===== src/rtl/encoder_pkg.sv =====
// Shared definitions for the event-capturing 8-to-3 encoder.
//   DEF_N_IN / DEF_CODE_W : default number of request lines and code width
//   clog2()               : ceiling log2, used to derive the code width
//   state_t               : output-register state (EMPTY = no code, HOLD = code presented)
//   onehot()              : index-to-one-hot helper, up to MAX_N_IN lines
package encoder_pkg;

  function automatic int clog2(input int value);
    int result;
    result = 0;
    while ((1 << result) < value) result++;
    return result;
  endfunction

  localparam int DEF_N_IN   = 8;
  localparam int DEF_CODE_W = clog2(DEF_N_IN);
  localparam int MAX_N_IN   = 32;

  typedef enum logic {
    EMPTY = 1'b0,
    HOLD  = 1'b1
  } state_t;

  function automatic logic [MAX_N_IN-1:0] onehot(input int unsigned idx);
    return MAX_N_IN'(1) << idx;
  endfunction

endpackage


===== src/rtl/enc_prio_sel.sv =====
// Combinational selector: picks one index out of the candidate vector.
//   cand : candidate events (pending | new rising edges)
//   ptr  : index granted last (round-robin build only)
//   sel  : chosen index, valid when any = 1
//   any  : at least one candidate is set
// Build option: RR_ARB_EN defined -> round-robin search starting at ptr+1;
// undefined -> fixed priority, highest index wins, ptr ignored.
module enc_prio_sel
  import encoder_pkg::*;
#(
  parameter int N_IN   = DEF_N_IN,
  parameter int CODE_W = DEF_CODE_W
) (
  input  logic [N_IN-1:0]   cand,
  input  logic [CODE_W-1:0] ptr,
  output logic [CODE_W-1:0] sel,
  output logic              any
);

  assign any = |cand;

`ifdef RR_ARB_EN
  always_comb begin : rr_search
    logic found;
    // NOTE: every output of a combinational block gets a default first,
    // so no path leaves it unassigned and no latch is inferred.
    sel   = '0;
    found = 1'b0;
    // Walk upward from the slot after the last grant, wrapping at N_IN.
    for (int k = 1; k <= N_IN; k++) begin
      if (!found && cand[(int'(ptr) + k) % N_IN]) begin
        sel   = CODE_W'((int'(ptr) + k) % N_IN);
        found = 1'b1;
      end
    end
  end
`else
  always_comb begin : fixed_search
    sel = '0;
    // Later iterations overwrite earlier ones, so the highest set index wins.
    for (int k = 0; k < N_IN; k++) begin
      if (cand[k]) sel = CODE_W'(k);
    end
  end

  logic unused_ptr;
  assign unused_ptr = ^ptr;
`endif

endmodule


===== src/rtl/encoder_8_3_event.sv =====
// Event-capturing 8-to-3 encoder. Rising edges on req_in are captured as
// events and delivered one per transfer as a code over a valid/ready pair.
//   Clk        : system clock, rising edge
//   Rst        : synchronous reset, active-high
//   req_in     : request lines; each 0->1 transition is one event
//   code_out   : index of the presented event (stable while stalled)
//   code_valid : code_out holds an unconsumed event
//   code_ready : consumer accepts; transfer = code_valid && code_ready
//   pending    : events captured but not yet presented
//   overflow   : one-cycle pulse when an event merges into a pending one
// Build option: RR_ARB_EN selects round-robin instead of fixed
// highest-index priority; ports and latency are the same in both builds.
module encoder_8_3_event
  import encoder_pkg::*;
#(
  parameter int N_IN   = DEF_N_IN,
  parameter int CODE_W = DEF_CODE_W
) (
  input  logic              Clk,
  input  logic              Rst,
  input  logic [N_IN-1:0]   req_in,
  output logic [CODE_W-1:0] code_out,
  output logic              code_valid,
  input  logic              code_ready,
  output logic [N_IN-1:0]   pending,
  output logic              overflow
);

  state_t              state_q, state_d;
  logic [N_IN-1:0]     req_q;
  logic [N_IN-1:0]     rise;
  logic [N_IN-1:0]     cand;
  logic [N_IN-1:0]     pending_d;
  logic [CODE_W-1:0]   code_d;
  logic [CODE_W-1:0]   sel;
  logic [CODE_W-1:0]   ptr;
  logic                any;
  logic                load_en;
  logic                load;

  assign rise       = req_in & ~req_q;
  assign cand       = pending | rise;
  assign code_valid = (state_q == HOLD);

  enc_prio_sel #(
    .N_IN   (N_IN),
    .CODE_W (CODE_W)
  ) u_sel (
    .cand (cand),
    .ptr  (ptr),
    .sel  (sel),
    .any  (any)
  );

  // Output register may take a new code when empty or when the current one
  // is being consumed this cycle. A chosen event leaves pending as soon as
  // it is presented, so a new edge on the presented line re-enters pending
  // cleanly and does not count as overflow.
  always_comb begin
    state_d   = state_q;
    code_d    = code_out;
    pending_d = cand;
    load_en   = (state_q == EMPTY) || code_ready;
    load      = 1'b0;
    if (load_en) begin
      if (any) begin
        load      = 1'b1;
        state_d   = HOLD;
        code_d    = sel;
        pending_d = cand & ~N_IN'(onehot(int'(sel)));
      end else begin
        state_d = EMPTY;
      end
    end
  end

  // NOTE: sequential state uses non-blocking assignments so every register
  // samples pre-edge values, independent of statement order.
  always_ff @(posedge Clk) begin
    if (Rst) begin
      state_q  <= EMPTY;
      code_out <= '0;
      pending  <= '0;
      req_q    <= '0;
      overflow <= 1'b0;
    end else begin
      state_q  <= state_d;
      code_out <= code_d;
      pending  <= pending_d;
      req_q    <= req_in;
      overflow <= |(rise & pending);
    end
  end

`ifdef RR_ARB_EN
  // Pointer to the last granted index; reset to N_IN-1 so index 0 is
  // favoured by the first search.
  always_ff @(posedge Clk) begin
    if (Rst) begin
      ptr <= CODE_W'(N_IN - 1);
    end else if (load) begin
      ptr <= sel;
    end
  end
`else
  assign ptr = CODE_W'(N_IN - 1);
`endif

endmodule


===== config.mk =====
export PLATFORM = sky130hd
export DESIGN_NAME = encoder_8_3_event
export DESIGN_NICKNAME = d
export VERILOG_FILES = /design/src/rtl/encoder_pkg.sv /design/src/rtl/enc_prio_sel.sv /design/src/rtl/encoder_8_3_event.sv
export SDC_FILE = /design/constraint.sdc
export NUM_CORES = 1
export LEC_CHECK = 0
export ABC_AREA = 1
export BUFFER_PORTS_ARGS = -buffer_cell sky130_fd_sc_hd__buf_2
export CELL_PAD_IN_SITES_DETAIL_PLACEMENT = 1
export CELL_PAD_IN_SITES_GLOBAL_PLACEMENT = 2
export CORE_MARGIN = 2
export CORE_UTILIZATION = 29
export DETAILED_ROUTE_END_ITERATION = 10
export PLACE_DENSITY = 0.82
export SKIP_CTS_REPAIR_TIMING = 1
export SLEW_MARGIN = 5
export SYNTH_ARGS = -nofsm -noshare
export SYNTH_HDL_FRONTEND = slang
export SYNTH_SLANG_ARGS = --single-unit

===== constraint.sdc =====
create_clock -name Clk -period 3.6 [get_ports Clk]
set_input_delay 0.72 -clock Clk [delete_from_list [all_inputs] [get_ports Clk]]
set_output_delay 0.72 -clock Clk [all_outputs]
set_load 0.02 [all_outputs]

==> results_dict.tcl, run 1 <==
set metrics [dict create \
    status "completed" \
    clk_pin_slew_worst_paths_ns 0.12 \
    portBuffers 23 \
    synth_area_leaders "dfxtp_1 44%, nand2_1 10%, inv_1 9.8%" \
    synth.most_common_cell "nand2_1" \
    maxCapViolations 0 \
    ant_nets 0 \
    finalSetupTns_ns 0 \
    cp_max_fo 4 \
    worst_slew_margin_rel_pct 76.3 \
    hp-class "register to register" \
    powerDensity_nw_per_um2 426 \
    cp.arrival_ns 0.89 \
    yosysWarnings 0 \
    drt-vias-per-instance 4.36 \
    max-vdd-ir-drop_uv 158 \
    grt_pass1_wl_um 3680 \
    wirelength_um 2240 \
    setup_viol 0 \
    cpLargestDelayFamily "flip-flops" \
    antenna_cells 0 \
    clockRootBuffer "clkbuf_4" \
    place_ws_ns 1.76 \
    core_um2 3080 \
    layout_setup_ws_ns 1.99 \
    required_ns 2.88 \
    layout_min_cycle_time_ns 1.61 \
    total_power_uw 487 \
    clk_latency_ns 0.30 \
    worstPathBufferInverterCount 1 \
    syn_area_um2 953 \
    layout.nets 172 \
    die_x_um 61.3 \
    globalplace.congestion 0.733 \
    cts_made_buffers 3 \
    antenna_found_initial 0 \
    leakage_nw 0.596 \
    avgSynthCellArea_um2 7.06 \
    synth_common_cells "26 x nand2_1, 25 x inv_1, 22 x nor2_1" \
    fmax_mhz 622 \
    initial_core_util_pct 31.0 \
    min_period_over_period_pct 44.6 \
    vias 890 \
    wl_per_cell_um 11.0 \
    slowest_delay_ns 0.40 \
    cts_buffer_depth 2 \
    synthArstFlopShare_pct 0 \
    die_h_um 61.3 \
    syn_nets 146 \
    synth_cells 135 \
    startpoint_type "register" \
    drt_first_iter_violations 7 \
    clock_skew_ns 0.00174 \
    drc 0 \
    yosysSeqAreaShare_pct 44.1 \
    ios 24 \
    slowest_stage "dfxtp_1" \
    finalHoldViolCount 0 \
    die_area_um2 3760 \
    grt_use_total_pct 13.6 \
    dp_hpwl_um 1810 \
    critPathKind "register to output port" \
    synth_top_area_share_pct 44.1 \
    synth_seq_cells 21 \
    grt_max_degree 18 \
    synth-main-ff-cell "dfxtp_1" \
    syn2layout_area_growth_pct 19.8 \
    drt_first_pass_iters 2 \
    htree_levels 1 \
    drv_slew 0 \
    synth-edff-count 0 \
    gr-total-overflow 0 \
    register_area_um2 420 \
    rows 20 \
    rsz0062_at_grt "no" \
    crit_path_end_kind "output port" \
    worstPathCellList "buf_2" \
    yosys.area.top_type "dfxtp_1" \
    worst_pin_slew_ns 0.356 \
    grt_pass1_vias 903 \
    clock-sinks 21 \
    yosysUniqueCellTypes 19 \
    multi_input_area_um2 420 \
    cts_tree "yes" \
    drive_above_1_share_pct 28.7 \
    nFillCells 415 \
]
[per-stage QoR]
stage	utilization [%]	hold slack (ns)	cells	instance area (um2)
floorplan	-	0.531	135	953
detailed placement	36.3	0.461	200	1120
finish	37.1	0.472	204	1140
CTS	37.1	0.482	204	1140
global placement	36.3	0.450	200	1120
global route	37.1	0.497	204	1140
[logic make-up after synthesis]
| kind of cell | share of synthesized area, % |
|---|---|
| simple gates | 29.5 |
| buf+inv | 11.8 |
| flops | 44.1 |
| compound gates | 14.6 |
[layer usage]
metal	vias up	GRT usage, %	wire (um)
li1	458	-	-
met1	412	16.3	1050
met2	16	23.1	1080
met3	4	3.15	73
met4	0	6.38	30
met5	-	0	0
[cell usage in the layout, fill, tap and decap left out]
master	n
nand3_1	6
clkbuf_4	3
inv_1	25
nor3_1	2
nand2_1	26
nand2_2	5
o22ai_1	1
nor2_2	3
buf_2	23
nor2_1	22
a21oi_1	4
o21ai_0	1
dfxtp_1	21
clkbuf_1	1
a21oi_2	7
a211oi_1	2
o21bai_1	2
o21ai_1	1
o21bai_2	1
nand2_4	1
inv_2	3
[power breakdown]
| part | total, mW | switching (mW) | internal (mW) |
|---|---|---|---|
| registers | 0.259 | 0.00943 | 0.250 |
| logic | 0.110 | 0.0724 | 0.0375 |
| clock network | 0.118 | 0.0745 | 0.0432 |
[area by class of cell]
type                    instances  area share (%)
flip-flops and latches         21            36.8
repair buffers                 23            10.1
clock buffers                   4            2.30
well taps                      44            4.82
inverters                      28            9.20
multi-input cells              84            36.8
[path summary, 6_finish.rpt]
check / slack, ns / cells after the start / end / startpoint
setup / recovery: 1.99 / 1 / pending[4] / pending[4]
hold / removal: 0.47 / 2 / code_out[1] / code_out[1]
setup reg to reg: 2.27 / 7 / pending[2] / pending[4]
hold reg to reg: 0.47 / 2 / code_out[1] / code_out[1]
[state kept, by name, summed over array words and instances, names as in the netlist]
signal and flops:
code_out 3, req_q 8, overflow 1, pending 8
code_valid 1
Power figures use the tool's default switching activity.
==> run 2, diff against run 1 <==
--- a/config.mk
+++ b/config.mk
@@ -10,9 +10,9 @@
 export CELL_PAD_IN_SITES_DETAIL_PLACEMENT = 1
 export CELL_PAD_IN_SITES_GLOBAL_PLACEMENT = 2
 export CORE_MARGIN = 2
-export CORE_UTILIZATION = 29
+export CORE_UTILIZATION = 25
 export DETAILED_ROUTE_END_ITERATION = 10
-export PLACE_DENSITY = 0.82
+export PLACE_DENSITY = 0.75
 export SKIP_CTS_REPAIR_TIMING = 1
 export SLEW_MARGIN = 5
 export SYNTH_ARGS = -nofsm -noshare
==> constraint.sdc (replaced) <==
create_clock -name Clk -period 1.32 [get_ports Clk]
set_input_delay 0.264 -clock Clk [delete_from_list [all_inputs] [get_ports Clk]]
set_output_delay 0.264 -clock Clk [all_outputs]
set_load 0.02 [all_outputs]
==> run 2 against run 1 <==
Compared with the run above: largest power group unchanged; worst setup slack got worse by 2.0 ns; hold slack lost 0.25 ns; non-clock buffer count up 15; wire length grew 14%; cell count up 9.3%; critical path depth up 6; sequential cell count is the same; critical path type is now register to register; largest cell class is now multi-input gates.
==> results_dict.tcl, run 2 (synthesis results as in run 1) <==
set metrics [dict create \
    rows 22 \
    grt_pass1_vias 963 \
    wl_per_cell_um 11.4 \
    grt_use_total_pct 12.0 \
    layout_common_cells "23 x buf_2, 21 x inv_1, 17 x nor2_1, 16 x nand2_2, 16 x dfxtp_1" \
    clock_skew_ns 0.00345 \
    critPathKind "register to register" \
    antenna_cells 0 \
    drc 0 \
    gr-total-overflow 0 \
    crit_start "pending[4]" \
    grt_pass1_wl_um 3950 \
    die_area_um2 4320 \
    place_ws_ns -0.0648 \
    grt_max_degree 12 \
    status "completed" \
    cp_max_fo 4 \
    cts_made_buffers 3 \
    dp_hpwl_um 1900 \
    clockRootBuffer "clkbuf_8" \
    rsz0062_at_grt "yes" \
    fmax_mhz 777 \
    layout_min_cycle_time_ns 1.29 \
    vias 933 \
    cp.arrival_ns 1.44 \
    initial_core_util_pct 26.0 \
    powerDensity_nw_per_um2 1120 \
    htree_levels 1 \
    portBuffers 23 \
    startpoint_type "register" \
    internal_power_mw 1.06 \
    swShare_pct 30.7 \
    core_um2 3660 \
    drv_slew 0 \
    p_seq_share_pct 46.6 \
    cts_buffer_depth 2 \
    worst_pin_slew_ns 0.254 \
    globalplace.congestion 0.718 \
    clkPwrFrac_pct 27.4 \
    setup_viol 0 \
    r2r_start "pending[4]" \
    drive_above_1_share_pct 49.7 \
    nFillCells 472 \
    maxCapViolations 0 \
    die_x_um 65.8 \
    required_ns 1.47 \
    syn2layout_area_growth_pct 42.9 \
    share_comb_of_total_power_pct 26.0 \
    layout_commonest_cell "buf_2" \
    top_regs "pending: 8 flops, req_q: 8 flops, code_out: 3 flops" \
    crit_path_end_kind "register" \
    clk_latency_ns 0.26 \
    drt-vias-per-instance 4.18 \
    layout.nets 187 \
    drt_first_iter_violations 7 \
    antenna_found_initial 0 \
    worst_slew_margin_rel_pct 83.1 \
    die_h_um 65.8 \
    clock-sinks 21 \
    cts_tree "yes" \
    ios 24 \
    hp-class "input port to register" \
    wirelength_um 2550 \
    drt_first_pass_iters 4 \
    clk_pin_slew_worst_paths_ns 0.08 \
    p_switching_uw 470 \
    holdCritStartpoint "req_in[1]" \
    final_area_um2 1360 \
    leakage_nw 0.677 \
    finalHoldViolCount 0 \
    max-vdd-ir-drop_uv 351 \
    layout_setup_ws_ns 0.0333 \
    ant_nets 0 \
    min_period_over_period_pct 97.5 \
    placedInstanceArea_um2 1170 \
]
## run 2: changes by cell type in the layout (fill, tap and decap cells not counted), moves of 3 or more
cell and change:
buf_4 +15, nor2_1 -5, inv_2 +4, nand2_2 +11
inv_1 -4, nand2_1 -11, nor2_2 +3, dfxtp_1 -5
clkbuf_8 +3, dfxtp_2 +5, clkbuf_4 -3
## run 2: final timing paths
check	to	slack [ns]	cells after the start
worst max register to register	pending[3]	0.03	7
worst min-delay path	req_q[1]	0.22	3
worst min register to register	code_out[1]	0.46	2
worst max-delay path	pending[3]	0.03	7
## run 2: layer usage
layer  up-vias  global-route usage [%]  part of all wire [%]
met2        13                    21.6                    54
met5         -                       0                     0
met3         2                    1.54                   2.1
met4         0                    6.25                  0.55
met1       430                    13.7                    44
li1        488                       -                     -
## run 2: power groups by stage
stage / logic (mW) / registers (mW) / clock network (mW)
3_5_place_dp: 0.327 / 0.724 / 0
6_report: 0.399 / 0.713 / 0.420
4_1_cts: 0.331 / 0.709 / 0.443
3_3_place_gp: 0.322 / 0.721 / 0
2_1_floorplan: 0.165 / 0.764 / 0
5_1_grt: 0.440 / 0.719 / 0.476
## run 2: area by class of cell
| cell class | instances | area [um2] | area share [%] |
|---|---|---|---|
| Tap cell | 48 | 60.1 | 4.41 |
| Sequential cell | 21 | 427 | 31.3 |
| Multi-Input combinational cell | 84 | 498 | 36.5 |
| Inverter | 28 | 105 | 7.71 |
| Timing Repair Buffer | 38 | 228 | 16.7 |
| Clock buffer | 4 | 45.0 | 3.31 |
## run 2: critical path, stage by stage (launching register included)
cell      delay, ns
dfxtp_2        0.35
o21bai_4       0.19
nor2_4         0.14
nand2_2        0.10
nor2_4         0.14
nand2_2        0.07
nor2_2         0.14
nor3_2         0.05
## run 2: through the flow
step	hold WS, ns	utilization, %	power, mW	instances	setup TNS, ns
floorplan	0.371	-	0.929	135	0
global placement	0.455	32.1	1.04	211	-0.114
detailed placement	0.454	32.1	1.05	211	-0.183
CTS	0.216	33.3	1.48	215	-0.0649
global route	0.235	37.2	1.64	223	-0.181
finish	0.218	37.2	1.53	223	0
